$ cat config.mk
export PLATFORM = sky130hd
export DESIGN_NAME = q_measure2_flat
export DESIGN_NICKNAME = d
export VERILOG_FILES = /design/src/rtl/q_measure2_pkg.sv /design/src/rtl/q_measure2_if.sv /design/src/rtl/q_measure2_lfsr.sv /design/src/rtl/q_measure2.sv /design/src/flat_wrapper.sv
export SDC_FILE = /design/constraint.sdc
export NUM_CORES = 2
export LEC_CHECK = 0
export BUFFER_PORTS_ARGS = -buffer_cell sky130_fd_sc_hd__buf_4
export CORE_MARGIN = 3
export CORE_UTILIZATION = 45
export CTS_CLUSTER_SIZE = 25
export DETAILED_ROUTE_END_ITERATION = 8
export GPL_ROUTABILITY_DRIVEN = 0
export HOLD_SLACK_MARGIN = 0.1
export PLACE_DENSITY = 0.58
export SYNTH_ARGS = -nofsm -noshare
export SYNTH_HDL_FRONTEND = slang
export SYNTH_SLANG_ARGS = --single-unit
$ cat constraint.sdc
create_clock -name clk -period 17.4 [get_ports clk]
set_input_delay 0.87 -clock clk [delete_from_list [all_inputs] [get_ports clk]]
set_output_delay 0.87 -clock clk [all_outputs]
set_load 0.005 [all_outputs]
$ cat src/rtl/q_measure2_pkg.sv
// q_pkg: shared types and constants for the two-qubit measurement stage.
//   state_t      - measurement FSM states (IDLE, ACC, DRAW, SEL, DONE)
//   W_DEF        - default signed amplitude width (FIXED_WIDTH, 16 if undefined)
//   Q_ONE        - fixed-point 1.0 for the default fractional width
//   LFSR_TAPS    - Galois feedback taps of the 16-bit threshold LFSR
//   sq_width()   - width of re^2 + im^2 before the fractional shift
//   cum_width()  - width of the cumulative probability accumulator
`ifndef FIXED_WIDTH
`define FIXED_WIDTH 16
`endif

package q_pkg;

  localparam int          W_DEF     = `FIXED_WIDTH;
  localparam int          F_DEF     = 8;
  localparam int          Q_ONE     = 1 << F_DEF;
  localparam logic [15:0] LFSR_TAPS = 16'hB400;

  typedef enum logic [2:0] {
    IDLE,
    ACC,
    DRAW,
    SEL,
    DONE
  } state_t;

  // Sum of two full-width squares needs one extra bit.
  function automatic int sq_width(input int w);
    return 2 * w + 1;
  endfunction

  // Four accumulated probabilities need two more bits on top of that.
  function automatic int cum_width(input int w);
    return 2 * w + 3;
  endfunction

endpackage

$ cat src/rtl/q_measure2_if.sv
// q_measure2_if: amplitude input and result output handshakes of q_measure2.
//   in_valid/in_ready     - amplitude set handshake (upstream -> block)
//   in_real_xx/in_imag_xx - signed amplitudes of |00>,|01>,|10>,|11>
//   out_valid/out_ready   - result handshake (block -> downstream)
//   out_index/out_prob    - collapsed basis index and its saturated probability
//   out_err               - total probability was zero
// Modports: master drives amplitudes and out_ready, slave is the measurement block.
interface q_measure2_if #(
  parameter int W = q_pkg::W_DEF
);
  logic                in_valid;
  logic                in_ready;
  logic signed [W-1:0] in_real_00, in_imag_00;
  logic signed [W-1:0] in_real_01, in_imag_01;
  logic signed [W-1:0] in_real_10, in_imag_10;
  logic signed [W-1:0] in_real_11, in_imag_11;
  logic                out_valid;
  logic                out_ready;
  logic [1:0]          out_index;
  logic [W-1:0]        out_prob;
  logic                out_err;

  modport master (
    output in_valid, in_real_00, in_imag_00, in_real_01, in_imag_01,
           in_real_10, in_imag_10, in_real_11, in_imag_11, out_ready,
    input  in_ready, out_valid, out_index, out_prob, out_err
  );

  modport slave (
    input  in_valid, in_real_00, in_imag_00, in_real_01, in_imag_01,
           in_real_10, in_imag_10, in_real_11, in_imag_11, out_ready,
    output in_ready, out_valid, out_index, out_prob, out_err
  );
endinterface

$ cat src/rtl/q_measure2_lfsr.sv
// q_lfsr16: 16-bit Galois LFSR supplying the measurement threshold.
//   clk, rst_n - clock, asynchronous active-low reset (loads SEED)
//   load       - load seed (a zero seed becomes 1 so the register never locks up)
//   seed       - seed value
//   step       - advance one step (taps LFSR_TAPS)
//   value      - current register contents
module q_lfsr16
  import q_pkg::*;
#(
  parameter logic [15:0] SEED = 16'hACE1
) (
  input  logic        clk,
  input  logic        rst_n,
  input  logic        load,
  input  logic [15:0] seed,
  input  logic        step,
  output logic [15:0] value
);
  localparam logic [15:0] RST_VAL = (SEED == 16'h0000) ? 16'h0001 : SEED;

  logic [15:0] value_q, value_d;

  always_comb begin
    value_d = value_q;
    if (load) begin
      value_d = (seed == 16'h0000) ? 16'h0001 : seed;
    end else if (step) begin
      value_d = (value_q >> 1) ^ (value_q[0] ? LFSR_TAPS : 16'h0000);
    end
  end

  always_ff @(posedge clk or negedge rst_n) begin
    if (!rst_n) value_q <= RST_VAL;
    else        value_q <= value_d;
  end

  assign value = value_q;
endmodule

$ cat src/rtl/q_measure2.sv
// q_measure2: two-qubit computational-basis measurement.
//   clk, rst_n - clock, asynchronous active-low reset
//   seed_load  - load seed into the threshold LFSR (IDLE only)
//   seed       - LFSR seed
//   bus        - q_measure2_if.slave: amplitude input and result output handshakes
// Born probabilities are accumulated serially through one squaring path, a
// threshold r = (lfsr * total) >> 16 is drawn, and the first basis state whose
// cumulative probability exceeds r is reported.
module q_measure2
  import q_pkg::*;
#(
  parameter int          W         = W_DEF,
  parameter int          F         = F_DEF,
  parameter logic [15:0] LFSR_SEED = 16'hACE1
) (
  input  logic        clk,
  input  logic        rst_n,
  input  logic        seed_load,
  input  logic [15:0] seed,
  q_measure2_if.slave bus
);
  localparam int W2    = 2 * W;
  localparam int SQ_W  = sq_width(W);
  localparam int CUM_W = cum_width(W);
  localparam int PRD_W = CUM_W + 16;

  state_t                 state_q, state_d;
  logic [1:0]             k_q, k_d;
  logic signed [W-1:0]    re_q [4];
  logic signed [W-1:0]    im_q [4];
  logic [CUM_W-1:0]       cum_q [4];
  logic [CUM_W-1:0]       r_q;
  logic [1:0]             idx_q;
  logic [W-1:0]           prob_q;
  logic                   err_q;
  logic [15:0]            lfsr_val;
  logic                   accept;

  logic signed [W2-1:0]   re_sq, im_sq;
  logic [SQ_W-1:0]        sq_sum;
  logic [CUM_W-1:0]       p_k, cum_prev;
  logic [PRD_W-1:0]       draw_prod;
  logic [1:0]             sel_idx;
  logic                   sel_found;
  logic [CUM_W-1:0]       sel_p;
  logic                   total_zero;

  function automatic logic [W-1:0] sat_prob(input logic [CUM_W-1:0] v);
    if (v > CUM_W'({W{1'b1}})) return {W{1'b1}};
    return v[W-1:0];
  endfunction

  assign accept        = bus.in_valid && bus.in_ready;
  assign bus.in_ready  = rst_n && (state_q == IDLE);
  assign bus.out_valid = (state_q == DONE);
  assign bus.out_index = idx_q;
  assign bus.out_prob  = prob_q;
  assign bus.out_err   = err_q;

  q_lfsr16 #(.SEED(LFSR_SEED)) u_lfsr (
    .clk   (clk),
    .rst_n (rst_n),
    .load  ((state_q == IDLE) && seed_load),
    .seed  (seed),
    .step  (state_q == DRAW),
    .value (lfsr_val)
  );

  // Squares are kept at full 2W precision; the shift happens only after the sum.
  always_comb begin
    re_sq    = W2'(re_q[k_q]) * W2'(re_q[k_q]);
    im_sq    = W2'(im_q[k_q]) * W2'(im_q[k_q]);
    sq_sum   = SQ_W'($unsigned(re_sq)) + SQ_W'($unsigned(im_sq));
    p_k      = CUM_W'(sq_sum >> F);
    cum_prev = (k_q == 2'd0) ? '0 : cum_q[k_q - 2'd1];
  end

  // r < total whenever total > 0 because lfsr < 2^16.
  assign draw_prod  = PRD_W'(lfsr_val) * PRD_W'(cum_q[3]);
  assign total_zero = (cum_q[3] == '0);

  always_comb begin
    sel_idx   = 2'd3;
    sel_found = 1'b0;
    for (int i = 0; i < 4; i++) begin
      if (!sel_found && (r_q < cum_q[i])) begin
        sel_idx   = 2'(i);
        sel_found = 1'b1;
      end
    end
    // Individual probability recovered from adjacent cumulative sums.
    sel_p = cum_q[sel_idx] - ((sel_idx == 2'd0) ? '0 : cum_q[sel_idx - 2'd1]);
  end

  always_comb begin
    state_d = state_q;
    k_d     = k_q;
    unique case (state_q)
      IDLE: if (accept) begin
        state_d = ACC;
        k_d     = 2'd0;
      end
      ACC: begin
        k_d = k_q + 2'd1;
        if (k_q == 2'd3) state_d = DRAW;
      end
      DRAW: state_d = SEL;
      SEL:  state_d = DONE;
      DONE: if (bus.out_ready) state_d = IDLE;
      default: state_d = IDLE;
    endcase
  end

  always_ff @(posedge clk or negedge rst_n) begin
    if (!rst_n) begin
      state_q <= IDLE;
      k_q     <= 2'd0;
    end else begin
      state_q <= state_d;
      k_q     <= k_d;
    end
  end

  always_ff @(posedge clk or negedge rst_n) begin
    if (!rst_n) begin
      for (int i = 0; i < 4; i++) begin
        re_q[i]  <= '0;
        im_q[i]  <= '0;
        cum_q[i] <= '0;
      end
      r_q    <= '0;
      idx_q  <= 2'd0;
      prob_q <= '0;
      err_q  <= 1'b0;
    end else if (accept) begin
      re_q[0] <= bus.in_real_00;  im_q[0] <= bus.in_imag_00;
      re_q[1] <= bus.in_real_01;  im_q[1] <= bus.in_imag_01;
      re_q[2] <= bus.in_real_10;  im_q[2] <= bus.in_imag_10;
      re_q[3] <= bus.in_real_11;  im_q[3] <= bus.in_imag_11;
      for (int i = 0; i < 4; i++) cum_q[i] <= '0;
      err_q <= 1'b0;
    end else if (state_q == ACC) begin
      cum_q[k_q] <= cum_prev + p_k;
    end else if (state_q == DRAW) begin
      r_q <= CUM_W'(draw_prod >> 16);
    end else if (state_q == SEL) begin
      idx_q  <= total_zero ? 2'd0 : sel_idx;
      prob_q <= total_zero ? '0 : sat_prob(sel_p);
      err_q  <= total_zero;
    end
  end
endmodule

$ cat src/flat_wrapper.sv
// flat-port wrapper written by rule: the top's interface ports become plain ports
module q_measure2_flat import q_pkg::*;
#(
  parameter int          W         = W_DEF,
  parameter int          F         = F_DEF,
  parameter logic [15:0] LFSR_SEED = 16'hACE1
)
  (clk, rst_n, seed_load, seed, bus_in_valid, bus_in_real_00, bus_in_imag_00, bus_in_real_01, bus_in_imag_01, bus_in_real_10, bus_in_imag_10, bus_in_real_11, bus_in_imag_11, bus_out_ready, bus_in_ready, bus_out_valid, bus_out_index, bus_out_prob, bus_out_err);
  q_measure2_if #(.W(W)) bus_i ();
  input  logic clk;
  input  logic rst_n;
  input  logic seed_load;
  input  logic [15:0] seed;
  input wire logic [$bits(bus_i.in_valid)-1:0] bus_in_valid;
  input wire logic [$bits(bus_i.in_real_00)-1:0] bus_in_real_00;
  input wire logic [$bits(bus_i.in_imag_00)-1:0] bus_in_imag_00;
  input wire logic [$bits(bus_i.in_real_01)-1:0] bus_in_real_01;
  input wire logic [$bits(bus_i.in_imag_01)-1:0] bus_in_imag_01;
  input wire logic [$bits(bus_i.in_real_10)-1:0] bus_in_real_10;
  input wire logic [$bits(bus_i.in_imag_10)-1:0] bus_in_imag_10;
  input wire logic [$bits(bus_i.in_real_11)-1:0] bus_in_real_11;
  input wire logic [$bits(bus_i.in_imag_11)-1:0] bus_in_imag_11;
  input wire logic [$bits(bus_i.out_ready)-1:0] bus_out_ready;
  output wire logic [$bits(bus_i.in_ready)-1:0] bus_in_ready;
  output wire logic [$bits(bus_i.out_valid)-1:0] bus_out_valid;
  output wire logic [$bits(bus_i.out_index)-1:0] bus_out_index;
  output wire logic [$bits(bus_i.out_prob)-1:0] bus_out_prob;
  output wire logic [$bits(bus_i.out_err)-1:0] bus_out_err;
  assign bus_i.in_valid = bus_in_valid;
  assign bus_i.in_real_00 = bus_in_real_00;
  assign bus_i.in_imag_00 = bus_in_imag_00;
  assign bus_i.in_real_01 = bus_in_real_01;
  assign bus_i.in_imag_01 = bus_in_imag_01;
  assign bus_i.in_real_10 = bus_in_real_10;
  assign bus_i.in_imag_10 = bus_in_imag_10;
  assign bus_i.in_real_11 = bus_in_real_11;
  assign bus_i.in_imag_11 = bus_in_imag_11;
  assign bus_i.out_ready = bus_out_ready;
  assign bus_in_ready = bus_i.in_ready;
  assign bus_out_valid = bus_i.out_valid;
  assign bus_out_index = bus_i.out_index;
  assign bus_out_prob = bus_i.out_prob;
  assign bus_out_err = bus_i.out_err;
  q_measure2 #(.W(W), .F(F), .LFSR_SEED(LFSR_SEED)) u_core (.clk(clk), .rst_n(rst_n), .seed_load(seed_load), .seed(seed), .bus(bus_i));
endmodule
==> impl_metrics.env <==
export IMPL_cts_buffer_depth=3
export IMPL_synthTopCellsByArea="fa_1 (32%), dfrtp_1 (15%), ha_1 (11%)"
export IMPL_grt_total_usage_pct=26.3
export IMPL_grt_max_degree=134
export IMPL_layout_cells_most_common_list="inv_1 (1232), nand2_1 (1137), fa_1 (935)"
export IMPL_finish_net_count=8203
export IMPL_vias=45173
export IMPL_start_util_pct=45.7
export IMPL_clk_insertion_delay_late_ps=670
export IMPL_r2r_start="u_core.k_q[1]"
export IMPL_clkTransAtPathRegs_ps=60
export IMPL_die_h_um=364
export IMPL_netlist_area_mm2=0.0578
export IMPL_relSlewSlack_pct=14.3
export IMPL_hold_class="input pin to async pin"
export IMPL_synth_main_ff_cell="dfrtp_1"
export IMPL_synthCells=6658
export IMPL_setup_tns_final_ps=0
export IMPL_rsz0062_at_grt="no"
export IMPL_start_kind="flop"
export IMPL_fmax_ghz=0.0789
export IMPL_netlist_cell_type_count=83
export IMPL_wl_per_cell_um=20.5
export IMPL_postCtsSetupRepairBufs=0
export IMPL_cts_resized=0
export IMPL_end_kind="flop"
export IMPL_ant_nets=0
export IMPL_drtPass1Iterations=7
export IMPL_clockRootBuffer="clkbuf_16"
export IMPL_status="complete, no violations"
export IMPL_cp_top_family="compound AO/OA/AOI/OAI gates"
export IMPL_finalMaxSlewViolations=0
export IMPL_antennaDiodeCount=0
export IMPL_layout_commonest_cell="inv_1"
export IMPL_path_buf_inv=7
export IMPL_synth_area_per_cell_um2=8.68
export IMPL_clock_sinks=343
export IMPL_num_rows=130
export IMPL_cpPeakStageDelay_ps=740
export IMPL_synth_net_count=8234
export IMPL_setup_viol=0
export IMPL_routed_wl_um=170000
export IMPL_antenna_found_initial=1
export IMPL_crit_type="flop to flop"
export IMPL_postSynth_asyncResetShare_pct=100
export IMPL_first_global_vias=46918
export IMPL_netlist_area_leader_share_pct=32.4
export IMPL_synth_top_area_cell="fa_1"
export IMPL_cp_startpoint="u_core.k_q[1]"
export IMPL_min_period_ps=12670
export IMPL_cp_max_fo=53
export IMPL_areaGrowthSynthToFinish_pct=7.46
export IMPL_hold_viol=0
export IMPL_cp_slowest_cell="buf_4"
export IMPL_ys_warn_count=0
export IMPL_fin_cells=8313
export IMPL_min_period_over_period_pct=72.8
export IMPL_cts_buffers=44
export IMPL_drc=0
export IMPL_overflow=0
export IMPL_yosysSeqAreaShare_pct=14.9
export IMPL_die_area_mm2=0.133
export IMPL_dp_cells=8231
export IMPL_avgViaCountPerCell=5.43
export IMPL_core_area_mm2=0.127
export IMPL_ys_seq_elements=343
export IMPL_grt_pass1_wl_um=273000
export IMPL_portBuffers=169
export IMPL_top_level_ports=170
export IMPL_drive_above_1_share_pct=6.68
export IMPL_cp_arrival_ps=13140
export IMPL_required_ps=17870
export IMPL_clock_skew_ps=73.3
export IMPL_fillers=12125
export IMPL_dr_first_iter_drc_count=3461
export IMPL_die_x_um=364
export IMPL_cts_tree="done"
export IMPL_cap_violations=0
export IMPL_synth_edf_count=0
export IMPL_dp_hpwl_um=132000
export IMPL_ctsHoldBuffers=0
export IMPL_worst_slew_pin_slew_ps=1250
export IMPL_h_tree_depth=2
kinds of logic after synthesis:
group	after synthesis	synth area share, %
mux	104	2.81
xor+xnor	186	2.82
fa+ha+maj	1427	43.0
compound gates	950	10.3
simple gates	2092	16.1
buf+inv	1556	10.1
flops	343	14.9
worst paths after layout:
| path | depth (start not counted) | slack [ps] | end |
|---|---|---|---|
| max reg2reg | 46 | 4730 | u_core.cum_q[67] |
| max in group asynchronous | 3 | 15140 | u_core.re_q[28] |
| min reg2reg | 2 | 470 | u_core.bus.out_index[0] |
| min | 1 | 230 | u_core.cum_q[134] |
| max | 46 | 4730 | u_core.cum_q[67] |
| min in group clk | 3 | 410 | u_core.re_q[60] |
Yosys cell counts, types with 9 or more instances:
library cell,count
o21ai_1,12
a211o_1,44
or2_2,13
fa_1,935
a211oi_1,58
mux2_2,26
o21ai_0,285
ha_1,492
o31a_1,10
a21o_1,82
nand2_1,1141
o21a_1,30
inv_1,1232
mux2i_1,34
nor4_1,19
and4_1,9
xnor2_1,131
nor2_1,297
xor2_1,55
or3_1,9
nand2b_1,34
a2111oi_0,11
o22ai_1,13
o21bai_1,23
dfrtp_1,335
buf_1,27
nor2b_1,52
and2_1,249
a31oi_1,30
nand3_1,151
nor3_1,52
clkbuf_1,292
and3_1,16
a22oi_1,10
a21oi_1,253
mux4_2,44
nand4_1,28
stage by stage:
step	cell area, µm²	hold WS (ps)	setup WS (ps)	util [%]
finish	62100	225	4730	49.1
global route	62100	274	4060	49.1
CTS	62100	250	4830	49.1
detailed placement	60600	458	4910	47.9
global placement	60600	452	5070	47.9
floorplan	57800	440	6660	-
per-layer routing:
metal	global-route usage [%]	vias to the layer above	routed length [µm]
met4	5.36	0	3410
met3	4.67	178	13100
met5	0	-	0
met2	39.5	1422	73100
li1	-	20845	-
met1	39.8	22728	80500
final cells by class:
| type | instances | area, µm² | share of cell area [%] |
|---|---|---|---|
| Clock buffer | 63 | 1290 | 2.08 |
| Inverter | 1234 | 4630 | 7.46 |
| Multi-Input combinational cell | 4759 | 43400 | 69.9 |
| Timing Repair Buffer | 245 | 1860 | 2.99 |
| Sequential cell | 343 | 8610 | 13.9 |
| Tap cell | 1650 | 2060 | 3.32 |
| Clock inverter | 19 | 219 | 0.352 |
sequential cells by signal, summed over array words and instances, names as in the netlist:
register              flops
u_core.bus.out_err        1
u_core.bus.out_index      2
u_core.bus.out_prob      16
u_core.cum_q            140
u_core.im_q              64
u_core.k_q                2
u_core.r_q               35
u_core.re_q              64
u_core.state_q            3
u_core.u_lfsr.value      16
Power is not shown: default switching activity piles up to over one toggle a cycle in this logic, so the estimate is an artifact.
